File: src/rtl/csa_resolve_stage.sv
// csa_resolve_stage
//   Carry-propagate stage behind the 3:2 compressor tree. It turns a redundant
//   (sum, carry) pair into one binary result, sum + (carry << 1), truncated to
//   WIDTH bits. The add is split over two pipeline stages: the low half is
//   added in stage 1 and the high half in stage 2. Stage 2 uses the low-half
//   carry that stage 1 registered.
//
//   Optional feature: define CSA_RESOLVE_OVF_EN to add io_out_ovf. It flags
//   results whose exact value does not fit in WIDTH bits.
//
// Ports
//   clock         rising-edge clock
//   reset         asynchronous active-low reset
//   io_flush      synchronous kill of every in-flight entry (highest priority)
//   io_in_valid   input pair valid
//   io_in_ready   stage can accept an input pair this cycle
//   io_in_sum     sum vector, bit i has weight 2^i
//   io_in_carry   carry vector, bit i has weight 2^(i+1)
//   io_out_valid  result valid
//   io_out_ready  consumer accepts the result
//   io_out_bits   (sum + (carry << 1)) mod 2^WIDTH
//   io_out_ovf    exact sum >= 2^WIDTH (only with CSA_RESOLVE_OVF_EN)
module csa_resolve_stage #(
  parameter int WIDTH = 10,
  parameter int LO_W  = WIDTH / 2
) (
  input  logic             clock,
  input  logic             reset,
  input  logic             io_flush,
  input  logic             io_in_valid,
  output logic             io_in_ready,
  input  logic [WIDTH-1:0] io_in_sum,
  input  logic [WIDTH-1:0] io_in_carry,
  output logic             io_out_valid,
  input  logic             io_out_ready,
`ifdef CSA_RESOLVE_OVF_EN
  output logic             io_out_ovf,
`endif
  output logic [WIDTH-1:0] io_out_bits
);

  localparam int HI_W = WIDTH - LO_W;

  logic [WIDTH-1:0] w_b;
  logic [LO_W:0]    w_lo_add;
  logic [HI_W:0]    w_hi_add;
  logic             w_s2_free;
  logic             w_s1_adv;
  logic             w_in_fire;

  logic             r_s1_valid;
  logic [LO_W-1:0]  r_s1_lo;
  logic             r_s1_c;
  logic [HI_W-1:0]  r_s1_sum_hi;
  logic [HI_W-1:0]  r_s1_b_hi;
  logic             r_s2_valid;
  logic [WIDTH-1:0] r_out_bits;

  // The carry vector is pre-shifted. Its MSB falls off the top of the
  // WIDTH-bit result.
  assign w_b = {io_in_carry[WIDTH-2:0], 1'b0};

  assign w_lo_add = {1'b0, io_in_sum[LO_W-1:0]} + {1'b0, w_b[LO_W-1:0]};
  assign w_hi_add = {1'b0, r_s1_sum_hi} + {1'b0, r_s1_b_hi} + {{HI_W{1'b0}}, r_s1_c};

  assign w_s2_free   = !r_s2_valid || io_out_ready;
  assign w_s1_adv    = r_s1_valid && w_s2_free;
  assign io_in_ready = !r_s1_valid || w_s2_free;
  assign w_in_fire   = io_in_valid && io_in_ready;

  assign io_out_valid = r_s2_valid;
  assign io_out_bits  = r_out_bits;

`ifdef CSA_RESOLVE_OVF_EN
  logic r_s1_cmsb;
  logic r_out_ovf;

  assign io_out_ovf = r_out_ovf;

  always_ff @(posedge clock or negedge reset) begin
    if (!reset) begin
      r_s1_cmsb <= 1'b0;
      r_out_ovf <= 1'b0;
    end else if (!io_flush) begin
      if (w_in_fire) r_s1_cmsb <= io_in_carry[WIDTH-1];
      // The exact sum overflows if the high half carries out, or if the
      // dropped carry MSB (weight 2^WIDTH) was set.
      if (w_s1_adv) r_out_ovf <= w_hi_add[HI_W] | r_s1_cmsb;
    end
  end
`else
  logic w_unused_carry_msb;
  assign w_unused_carry_msb = io_in_carry[WIDTH-1];
`endif

  always_ff @(posedge clock or negedge reset) begin
    if (!reset) begin
      r_s1_valid  <= 1'b0;
      r_s1_lo     <= '0;
      r_s1_c      <= 1'b0;
      r_s1_sum_hi <= '0;
      r_s1_b_hi   <= '0;
      r_s2_valid  <= 1'b0;
      r_out_bits  <= '0;
    end else if (io_flush) begin
      r_s1_valid <= 1'b0;
      r_s2_valid <= 1'b0;
    end else begin
      if (w_in_fire) begin
        r_s1_valid  <= 1'b1;
        r_s1_lo     <= w_lo_add[LO_W-1:0];
        r_s1_c      <= w_lo_add[LO_W];
        r_s1_sum_hi <= io_in_sum[WIDTH-1:LO_W];
        r_s1_b_hi   <= w_b[WIDTH-1:LO_W];
      end else if (w_s1_adv) begin
        r_s1_valid <= 1'b0;
      end

      if (w_s1_adv) begin
        r_s2_valid <= 1'b1;
        r_out_bits <= {w_hi_add[HI_W-1:0], r_s1_lo};
      end else if (io_out_ready) begin
        r_s2_valid <= 1'b0;
      end
    end
  end

endmodule

File: config.mk
export PLATFORM = sky130hd
export DESIGN_NAME = csa_resolve_stage
export DESIGN_NICKNAME = d
export VERILOG_FILES = /design/src/rtl/csa_resolve_stage.sv
export SDC_FILE = /design/constraint.sdc
export NUM_CORES = 1
export LEC_CHECK = 0
export ABC_AREA = 0
export BUFFER_PORTS_ARGS = -buffer_cell sky130_fd_sc_hd__buf_2
export CORE_MARGIN = 8
export CORE_UTILIZATION = 28
export CTS_CLUSTER_DIAMETER = 50
export CTS_CLUSTER_SIZE = 14
export DETAILED_ROUTE_END_ITERATION = 10
export PLACE_DENSITY = 0.53
export SYNTH_ARGS = -nofsm -noshare
export SYNTH_HDL_FRONTEND = slang
export SYNTH_SLANG_ARGS = --single-unit
File: constraint.sdc
create_clock -name clock -period 4.3 [get_ports clock]
set_input_delay 0.215 -clock clock [delete_from_list [all_inputs] [get_ports clock]]
set_output_delay 0.215 -clock clock [all_outputs]
set_load 0.02 [all_outputs]
=== Word-level counts from Yosys, hierarchy flattened ===
Cells that the tools add are included.
W data, S select, Z words.

* Output and inout bits: 12
* Register bits: 28
* Bits of input ports: 25

* Bitwise gates (word level): 1
* Add/sub/neg operators: 3
* Reductions and logical operators: 10
* Muxes and demuxes: 6

{| class="wikitable"
|+ Operators with widths
! kind !! count
|-
| $add A5 B5 Y6 || 1
|-
| $mux W1 || 6
|-
| $reduce_bool A3 Y1 || 2
|-
| $add A5 B1 Y5 || 1
|-
| $add A5 B5 Y5 || 1
|-
| $reduce_and A2 Y1 || 2
|-
| $logic_and A1 B1 Y1 || 2
|-
| $logic_not A1 Y1 || 2
|-
| $logic_or A1 B1 Y1 || 2
|-
| $not A1 Y1 || 1
|}

=== Longest topological paths before layout ===
Gate-level depths: netlist of the first run.

* Word-level depth: 6
* Depth in mapped cells: 7

=== Worst setup path after synthesis of the first run ===
Ideal clock, no wire load.

* Path type: flip-flop to flip-flop
* From: reg r_s1_c
* To: reg r_out_bits[9] (netlist: io_out_bits[9])
* Setup slack: 2.733 ns
* Arrival: 1.441 ns
* Cell stages (with the launch flop): 8
* Data required time: 4.174 ns
* Library setup time: 0.126 ns
* Cells stage by stage: dfrtp_1 > fa_1 > inv_1 > fa_1 > nand2b_1 > a21oi_1 > xnor2_1 > o21ai_0

* Word-level cells in the longest chain between the ends: 1

{| class="wikitable"
|+ Ends and longest elaborated chain
! item !! RTL line !! source
|-
| start, declared || 53 || <nowiki>logic r_s1_c;</nowiki>
|-
| start signal, assigned || 112 || <nowiki>r_s1_c <= w_lo_add[LO_W];</nowiki>
|-
| $add A5 B1 Y5 || 64 || <nowiki>assign w_hi_add = {1'b0, r_s1_sum_hi} + {1'b0, r_s1_b_hi} + {{HI_W{1'b0}}, r_s1_c};</nowiki>
|-
| end signal, assigned || 121 || <nowiki>r_out_bits <= {w_hi_add[HI_W-1:0], r_s1_lo};</nowiki>
|-
| end, declared || 57 || <nowiki>logic [WIDTH-1:0] r_out_bits;</nowiki>
|}

No other way between the ends.
A chain may end at the register's enable or synchronous reset.

=== Final worst setup path of the first run ===
* From: reg r_s2_valid (netlist: io_out_valid)
* To: reg r_s1_sum_hi[0]

* Word-level cells in the longest chain between the ends: 5

{| class="wikitable"
|+ Ends and longest elaborated chain
! item !! RTL line !! source
|-
| start, declared || 56 || <nowiki>logic r_s2_valid;</nowiki>
|-
| start signal, assigned || 103 || <nowiki>r_s2_valid <= 1'b0;</nowiki>
|-
| start signal, assigned || 107 || <nowiki>r_s2_valid <= 1'b0;</nowiki>
|-
| start signal, assigned || 120 || <nowiki>r_s2_valid <= 1'b1;</nowiki>
|-
| $logic_not A1 Y1 || 66 || <nowiki>assign w_s2_free = !r_s2_valid || io_out_ready;</nowiki>
|-
| $logic_or A1 B1 Y1 || 66 ||
|-
| $logic_or A1 B1 Y1 || 68 || <nowiki>assign io_in_ready = !r_s1_valid || w_s2_free;</nowiki>
|-
| $logic_and A1 B1 Y1 || 69 || <nowiki>assign w_in_fire = io_in_valid && io_in_ready;</nowiki>
|-
| $reduce_and A2 Y1 (no line) || n/a ||
|-
| end signal, assigned || 113 || <nowiki>r_s1_sum_hi <= io_in_sum[WIDTH-1:LO_W];</nowiki>
|-
| end, declared || 54 || <nowiki>logic [HI_W-1:0] r_s1_sum_hi;</nowiki>
|}

No other way between the ends.

==> impl_metrics.tcl, run 1 <==
set metrics [dict create \
    status "completed" \
    power_density_mw_per_mm2 424.9 \
    rows 25 \
    rr_worst_depth 3 \
    first_pass_iters 4 \
    path_depth 3 \
    grt_pass1_vias 983 \
    synthesis.nets 154 \
    worstSkewPairLatency_ns 0.26 \
    slew_violations 0 \
    worst_r2r_endpoint "r_s1_sum_hi[0]$_DFFE_PN0P_" \
    cts_buffers 3 \
    crit_path_top_delay_cell "a211o_1" \
    cts_tree "yes" \
    cp-endpoint "r_s1_sum_hi[0]$_DFFE_PN0P_" \
    fin_crit_sh_pct 40.84 \
    final_area_mm2 0.001673 \
    drc_errors 0 \
    syn_to_final_growth_pct 20.34 \
    path_max_fanout 20 \
    coreArea_mm2 0.004755 \
    yosysTopAreaCellShare_pct 50.41 \
    clkTransAtPathRegs_ns 0.08 \
    rsz0062_at_grt "false" \
    layout-drive-gt1-share_pct 33.55 \
    overflow 0 \
    crit_path_start_kind "flip-flop" \
    path_cells "nor2b_4, a211o_1, mux2_4" \
    vdd_ir_drop_max_uv 126.9 \
    criticalPathCategory "flip-flop to flip-flop" \
    cp.required_ns 4.45 \
    vias 910 \
    hold_viol 0 \
    start_util_pct 29.24 \
    setup_viol 0 \
    ys_types 19 \
    yosysTopAreaCell "dfrtp_1" \
    antenna_found_initial 0 \
    hp-class "input pin to flip-flop" \
    reg2reg_slack_ns 2.54 \
    antenna_cells 0 \
    setup_tns_ns 0 \
    post_cts_resized 0 \
    crit_buf_inv 0 \
    p_leak_nw 0.8930 \
    avgSynthCellArea_um2 11.68 \
    die_area_mm2 0.007475 \
    dpl.hpwl_mm 2.097 \
    ys_ff_latch 28 \
    drv_cap 0 \
    wl_mm 2.633 \
    holdWs_ns 0.1567 \
    portBuffers 35 \
    cp-startpoint "io_out_valid$_DFFE_PN0P_" \
    routabilityCongestion 0.7350 \
    root_buffer "clkbuf_8" \
    fillers 500 \
    synth_area_mm2 0.001390 \
    io_pins 37 \
    tightest_slew_ns 0.9187 \
    dp.cells 218 \
    cp-end-kind "flip-flop" \
    cts_htree_levels 1 \
    layout_common_cells "35 x buf_2, 28 x dfrtp_1, 27 x nand2_1" \
    clk_path_buf_depth 2 \
    clkSinkCount 28 \
    skew_ns 0.004372 \
    slew_headroom_pct 38.75 \
    drt_first_iter_violations 62 \
    wire_per_inst_um 11.86 \
    yosys_warnings 0 \
    final_common_cell "buf_2" \
    die_h_um 86.46 \
    grt_usage_pct 7.348 \
    place_area_mm2 0.001622 \
    synth_area_leaders "dfrtp_1 50%, mux2_4 13%, nand2_1 7.3%" \
    final_cells 222 \
    synth-seq-area-share_pct 50.41 \
    fp.dieW_um 86.46 \
    vias_per_cell 4.099 \
    max_freq_mhz 569.5 \
    reg2reg_from "io_out_valid$_DFFE_PN0P_" \
    cp_top_family "compound AO/OA/AOI/OAI gates" \
    fin_crit_ns 1.756 \
    ant_nets 0 \
    syn_inst 119 \
    max_stage_delay_ns 0.75 \
    grt_pass1_wl_mm 4.402 \
    grt_max_degree 29 \
    cp.arrival_ns 1.91 \
    nNetsFinal 192 \
]
==> how the worst min path moves through the flow <==
stage	startpoint	to	slack [ns]	cells past startpoint
after floorplan	reset	io_out_bits[0]$_DFFE_PN0P_	-0.08	0
after global placement	reset	io_out_bits[7]$_DFFE_PN0P_	0.25	1
after detailed placement	reset	io_out_bits[7]$_DFFE_PN0P_	0.27	1
after CTS	io_flush	io_out_valid$_DFFE_PN0P_	0.15	2
after global routing	io_flush	io_out_valid$_DFFE_PN0P_	0.16	2
final	io_flush	io_out_valid$_DFFE_PN0P_	0.16	2
==> layer usage <==
metal | up-vias | global-route usage [%] | routed length [µm]
li1 | 463 | - | -
met1 | 421 | 8.938 | 1239
met2 | 24 | 11.81 | 1185
met3 | 2 | 1.985 | 171
met4 | 0 | 3.286 | 37
met5 | - | 0 | 0
==> final cells by class <==
class | count | area [µm²] | share of cell area, %
tap | 67 | 83.83 | 5.011
sequential | 28 | 700.7 | 41.88
timing repair buffer | 36 | 185.2 | 11.07
inverter | 8 | 30.03 | 1.795
clock buffer | 3 | 41.29 | 2.468
multi-input combinational | 80 | 631.9 | 37.77
==> registers in the layout (all words and copies together) (netlist names) <==
name,cells
io_out_bits,10
io_out_valid,1
r_s1_b_hi,5
r_s1_c,1
r_s1_lo,5
r_s1_sum_hi,5
r_s1_valid,1
==> where the power goes <==
part           internal [mW]  leakage (nW)  total, mW  switching (mW)
Sequential             0.320         0.343      0.353          0.0331
Combinational          0.103         0.528      0.226           0.123
Clock                 0.0626        0.0216      0.132          0.0692
Total                  0.485         0.893      0.711           0.225
==> synthesized netlist by cell type, drive strengths merged <==
cell type	n
dfrtp	28
xor2	5
mux2	12
nand2b	1
or3b	1
xnor2	1
a21o	3
buf	3
nand2	27
o21ai	8
nor3b	1
inv	8
ha	7
nor2b	1
a21oi	5
nor2	4
fa	3
a211o	1
==> what timing repair did <==
| item | in CTS | in global routing |
|---|---|---|
| buffers inserted | 0 | 0 |
| endpoints found under the hold margin | 28 | 0 |
| hold buffers | 1 | 0 |
==> logic make-up (layout without fill, tap and decap cells) <==
group                    after synthesis  after routing  share of synthesized area, %
adder cells (fa/ha/maj)               10             10                         10.62
flip-flops                            28             28                         50.40
AND/OR/NAND/NOR                       35             35                         11.16
buffers and inverters                 11             47                         4.140
AO/OA/AOI/OAI                         17             17                         6.931
multiplexers                          12             12                         12.96
XOR/XNOR                               6              6                         3.780
==> metrics by stage <==
step	power, mW	setup WS [ns]	utilization (%)
after floorplan	0.5109	2.733	-
after global placement	0.5841	2.582	34.11
after detailed placement	0.5903	2.529	34.11
after CTS	0.7265	2.516	35.18
after global routing	0.7712	2.417	35.18
final	0.7109	2.544	35.18
No activity file was read; power rests on OpenSTA's default activity.
==> inputs of run 2 (changes only) <==
Settings changed: ABC_AREA 0 to 1.
Clock period 4.3 ns to 1.7 ns, I/O delays scaled along.
==> run 2 against run 1 <==
Compared with the run above:
- clock power rose to 2.7 times the previous value
- via count up 18%
- maximum frequency up 14%
- clock skew down 0.0018 ns
- register-to-register slack worse by 2.4 ns
- flip-flop and latch count unchanged
- sequential power up 140%
- power up 150%
- wire length up 11%
- sequential share of layout area down 1.8 points
- critical path type unchanged
==> impl_metrics.tcl, run 2 <==
set metrics [dict create \
    status "completed" \
    layout-drive-gt1-share_pct 29.35 \
    nNetsFinal 238 \
    io_pins 37 \
    routabilityCongestion 0.6931 \
    synthArstFlopShare_pct 100.0 \
    post_cts_buffers 0 \
    met2_usage_pct 13.15 \
    final_area_mm2 0.001748 \
    first_pass_iters 4 \
    hp-class "input pin to flip-flop" \
    max_stage_delay_ns 0.41 \
    fin_ws_ns 0.1626 \
    tightest_slew_ns 0.6408 \
    wl_mm 2.924 \
    use_met1_pct 10.66 \
    clk_path_buf_depth 2 \
    grt_max_degree 29 \
    power.total_mw 1.753 \
    layout_common_cells "65 x nand2_1, 35 x buf_2, 28 x dfrtp_1" \
    top_usage_layer "met2" \
    synthesis.nets 196 \
    synth.most_common_cell "nand2_1" \
    wire_per_inst_um 10.79 \
    critPathMostFrequentCell "nand2_1" \
    rows 26 \
    fin_crit_sh_pct 90.43 \
    synth_common_cells "65 x nand2_1, 28 x dfrtp_1, 16 x inv_1" \
    use_met3_pct 1.887 \
    avgSynthCellArea_um2 8.883 \
    setup_viol 0 \
    final_core_util_pct 34.89 \
    dp_slack_ns 0.08259 \
    dp.cells 265 \
    fp.dieW_um 87.47 \
    reg2reg_from "r_s1_b_hi[0]$_DFFE_PN0P_" \
    drt_first_iter_violations 47 \
    power_density_mw_per_mm2 1003 \
    crit_path_start_kind "flip-flop" \
    antenna_cells 0 \
    criticalPathCategory "flip-flop to flip-flop" \
    path_cells "fa_2, inv_1, fa_1, inv_1, nand2_1, nand2_1, nand2_1, nand2_1, nand3_1, nand2_1" \
    drv_cap 0 \
    portBuffers 35 \
    crit_path_top_delay_cell "dfrtp_1" \
    ys_ff_latch 28 \
    overflow 0 \
    place_area_mm2 0.001674 \
    hold_viol 0 \
    cp-startpoint "r_s1_b_hi[0]$_DFFE_PN0P_" \
    die_h_um 87.47 \
    cp.arrival_ns 1.71 \
    ys_types 22 \
    drc_errors 0 \
    p_leak_nw 0.9569 \
    path_max_fanout 2 \
    cts_htree_levels 1 \
    coreArea_mm2 0.005010 \
    cp_top_family "adder cells" \
    yosysTopAreaCell "dfrtp_1" \
    clkSinkCount 28 \
    synth_area_leaders "dfrtp_1 49%, nand2_1 17%, ha_1 6.1%" \
    largest_reg_flops 10 \
    root_buffer "clkbuf_8" \
    yosysTopAreaCellShare_pct 48.99 \
    cts_buffers 3 \
    grt_usage_pct 8.511 \
    dpl.hpwl_mm 2.303 \
    rsz0062_at_grt "false" \
    slew_headroom_pct 57.28 \
    die_area_mm2 0.007650 \
    synth-edff-count 0 \
    cp.required_ns 1.87 \
    yosys_warnings 0 \
    vdd_ir_drop_max_uv 300.0 \
    crit_buf_inv 2 \
    slew_violations 0 \
    final_common_cell "nand2_1" \
    vias_per_cell 3.978 \
    hp-start "io_in_carry[7]" \
    cts_tree "yes" \
    skew_ns 0.002527 \
    cp-end-kind "flip-flop" \
    holdWs_ns 0.007054 \
    syn_to_final_growth_pct 22.22 \
    grt_pass1_wl_mm 5.126 \
    worstSkewPairLatency_ns 0.27 \
    final_cells 271 \
    synthFlopType "dfrtp_1" \
    start_util_pct 28.55 \
    max_freq_mhz 650.5 \
    setup_tns_ns 0 \
    synth-seq-area-share_pct 48.99 \
    clkTransAtPathRegs_ns 0.09 \
    antenna_found_initial 0 \
    syn_inst 161 \
    ant_nets 0 \
    grt_pass1_vias 1115 \
    fin_crit_ns 1.537 \
    vias 1078 \
    synth_area_mm2 0.001430 \
]
==> run 2: cell count changes after synthesis, moves of 6 or more <==
| cell | before | now |
|---|---|---|
| mux2_4 | 12 | 0 |
| o21ai_0 | 8 | 2 |
| nand2_1 | 27 | 65 |
| o21ai_2 | 0 | 7 |
| nand3_1 | 0 | 8 |
| inv_1 | 8 | 16 |
==> run 2: layout make-up <==
cell class	instances	area (µm²)
inverters	18	67.56
fillers	575	3262
clock buffers	3	41.29
flip-flops and latches	28	700.7
repair buffers	41	227.7
well taps	70	87.58
multi-input cells	111	623.1
==> run 2: repair_timing <==
| action | CTS | global route |
|---|---|---|
| hold buffers | 3 | 0 |
| endpoints found under the hold margin | 30 | 0 |
| gates resized for setup | 0 | 1 |
| endpoints found under the setup margin | 0 | 1 |
==> run 2: logic make-up after synthesis <==
group	count (synthesis)	synth area share [%]
AO/OA/AOI/OAI	15	7.349
adder cells (fa/ha/maj)	10	10.32
buffers and inverters	22	7.612
flip-flops	28	48.99
AND/OR/NAND/NOR	85	25.11
XOR/XNOR	1	0.6125
==> run 2: worst min-delay path, stage by stage <==
cell and delay (ns):
buf_2 0.08, nand2_1 0.04, nand2_1 0.04
==> run 2: layer usage <==
metal	share of wire [%]	up-vias
met4	1.5	0
met5	0	-
li1	-	578
met2	45	21
met3	4.3	2
met1	49	477
==> run 2: power breakdown <==
part           internal, mW  total, mW  switching [mW]
clock network         0.159      0.355           0.196
registers             0.790      0.855          0.0649
logic                 0.214      0.543           0.329
total                  1.16       1.75           0.590
==> run 2: worst paths after layout <==
| path | depth (start not counted) | end | slack [ns] |
|---|---|---|---|
| setup reg to reg | 10 | io_out_bits[9]$_DFFE_PN0P_ | 0.16 |
| min in group asynchronous | 2 | io_out_valid$_DFFE_PN0P_ | 0.37 |
| max in group asynchronous | 2 | io_out_bits[7]$_DFFE_PN0P_ | 0.92 |
| setup / recovery | 10 | io_out_bits[9]$_DFFE_PN0P_ | 0.16 |
| hold / removal | 3 | r_s1_b_hi[3]$_DFFE_PN0P_ | 0.007 |
| hold reg to reg | 2 | io_out_bits[5]$_DFFE_PN0P_ | 0.47 |
==> inputs of run 3 (changes only) <==
Settings changed: REMOVE_ABC_BUFFERS set to 1.
==> run 3 against run 2 <==
Compared with the run above:
- final area increased by 0.29%
- count of clock-buffer cells in the layout stayed put
- register-to-register slack is essentially flat
- via count up 1.1%
- wire length fell by 4.3%
- critical path depth unchanged
- worst setup slack got worse by 0.0023 ns
- combinational power is essentially flat
- sequential power is essentially flat
- largest cell class unchanged
==> impl_metrics.tcl, run 3 (synthesized netlist as in run 2, its figures left out) <==
set metrics [dict create \
    status "completed" \
    cp-end-kind "flip-flop" \
    switchingPower_mw 0.5829 \
    final_common_cell "nand2_1" \
    vias_per_cell 4.022 \
    ant_nets 0 \
    wire_per_inst_um 10.32 \
    fillers 566 \
    critPathMostFrequentCell "nand2_1" \
    wl_mm 2.798 \
    slew_headroom_pct 58.35 \
    place_area_mm2 0.001659 \
    drv_cap 0 \
    tightest_slew_ns 0.6247 \
    cts_buffers 3 \
    grt_pass1_vias 1107 \
    power_density_mw_per_mm2 997.0 \
    crit_path_top_delay_cell "fa_2" \
    intPower_mw 1.165 \
    setup_tns_ns 0 \
    vdd_ir_drop_max_uv 315.9 \
    p_sw_share_pct 33.35 \
    io_pins 37 \
    hp-class "input pin to flip-flop" \
    antenna_cells 0 \
    grt_usage_pct 8.054 \
    p_seq_share_pct 49.1 \
    fin_crit_sh_pct 90.57 \
    cts_tree "yes" \
    dpl.hpwl_mm 2.200 \
    crit_path_start_kind "flip-flop" \
    hold_viol 0 \
    fin_ws_ns 0.1603 \
    crit_buf_inv 2 \
    rsz0062_at_grt "false" \
    grt_pass1_wl_mm 4.802 \
    portBuffers 35 \
    die_h_um 87.47 \
    clkTransAtPathRegs_ns 0.08 \
    worstSkewPairLatency_ns 0.27 \
    fp.dieW_um 87.47 \
    coreArea_mm2 0.005010 \
    clkSinkCount 28 \
    slew_violations 0 \
    setup_viol 0 \
    largest_reg_flops 10 \
    clk_path_buf_depth 2 \
    cp.required_ns 1.87 \
    skew_ns 0.002422 \
    vias 1090 \
    dp_slack_ns 0.08881 \
    antenna_found_initial 0 \
    first_pass_iters 4 \
    cp.arrival_ns 1.71 \
    max_stage_delay_ns 0.42 \
    syn_to_final_growth_pct 22.57 \
    cts_htree_levels 1 \
    rows 26 \
    cp_top_family "adder cells" \
    share_comb_of_total_power_pct 30.9 \
    criticalPathCategory "flip-flop to flip-flop" \
    drt_first_iter_violations 30 \
    start_util_pct 28.55 \
    grt_max_degree 29 \
    overflow 0 \
    clockPowerShare_pct 20.0 \
    layout-drive-gt1-share_pct 29.85 \
    final_area_mm2 0.001753 \
    root_buffer "clkbuf_8" \
    power.total_mw 1.748 \
    nNetsFinal 238 \
    path_max_fanout 2 \
    layout_common_cells "65 x nand2_1, 35 x buf_2, 28 x dfrtp_1" \
    routabilityCongestion 0.7002 \
    p_leak_nw 0.9545 \
    max_freq_mhz 649.5 \
    fin_crit_ns 1.540 \
    die_area_mm2 0.007650 \
    path_cells "fa_2, inv_2, fa_2, inv_1, nand2_1, nand2_1, nand2_1, nand2_1, nand3_1, nand2_1" \
    drc_errors 0 \
]
## run 3: power by group through the flow
stage | logic [mW] | clock network (mW) | registers, mW
after floorplan | 0.273 | 0 | 0.953
after global placement | 0.533 | 0 | 0.868
after detailed placement | 0.537 | 0 | 0.872
after CTS | 0.545 | 0.375 | 0.859
after global routing | 0.624 | 0.397 | 0.875
final | 0.541 | 0.349 | 0.858
## run 3: final cells by class
type | instances | area, µm² | share of cell area (%)
Sequential cell | 28 | 700.7 | 39.97
Multi-Input combinational cell | 111 | 625.6 | 35.69
Timing Repair Buffer | 41 | 230.2 | 13.13
Tap cell | 70 | 87.58 | 4.996
Inverter | 18 | 67.56 | 3.854
Clock buffer | 3 | 41.29 | 2.355
## run 3: tightest hold or removal path: cells and delay by family
family	cells	cell delay (ns)
AND/OR/NAND/NOR	2	0.10
buffers and inverters	1	0.07
## run 3: worst paths after layout
check / start / endpoint / depth (start not counted) / slack (ns)
worst max-delay path: r_s1_b_hi[0]$_DFFE_PN0P_ / io_out_bits[9]$_DFFE_PN0P_ / 10 / 0.16
worst min-delay path: io_in_sum[7] / r_s1_sum_hi[2]$_DFFE_PN0P_ / 3 / 0.01
worst max register to register: r_s1_b_hi[0]$_DFFE_PN0P_ / io_out_bits[9]$_DFFE_PN0P_ / 10 / 0.16
worst min register to register: io_out_bits[1]$_DFFE_PN0P_ / io_out_bits[1]$_DFFE_PN0P_ / 2 / 0.47
max in group asynchronous: reset / io_out_bits[9]$_DFFE_PN0P_ / 2 / 0.93
min in group asynchronous: reset / r_s1_lo[1]$_DFFE_PN0P_ / 2 / 0.36
## run 3: timing repair
item / 4_1_cts / 5_1_grt
endpoints found under the setup margin: 0 / 1
hold buffers: 4 / 0
endpoints found under the hold margin: 31 / 0
resized for setup: 0 / 3
buffers inserted: 0 / 1
## run 3: per-layer routing
| metal | vias up | GRT usage [%] | wire length, µm | share of wire [%] |
|---|---|---|---|---|
| met5 | - | 0 | 0 | 0 |
| met4 | 0 | 5.156 | 71 | 2.5 |
| met3 | 5 | 1.226 | 102 | 3.6 |
| met2 | 20 | 12.95 | 1314 | 47 |
| met1 | 487 | 9.760 | 1310 | 47 |
| li1 | 578 | - | - | - |
## run 3: stage by stage
stage / util (%) / hold WS (ns) / instances
2_1_floorplan: - / -0.2106 / 157
3_3_place_gp: 33.12 / 0.1407 / 263
3_5_place_dp: 33.12 / 0.1444 / 263
4_1_cts: 34.74 / 0.00002356 / 270
5_1_grt: 34.99 / 0.003801 / 271
6_report: 34.99 / 0.009885 / 271
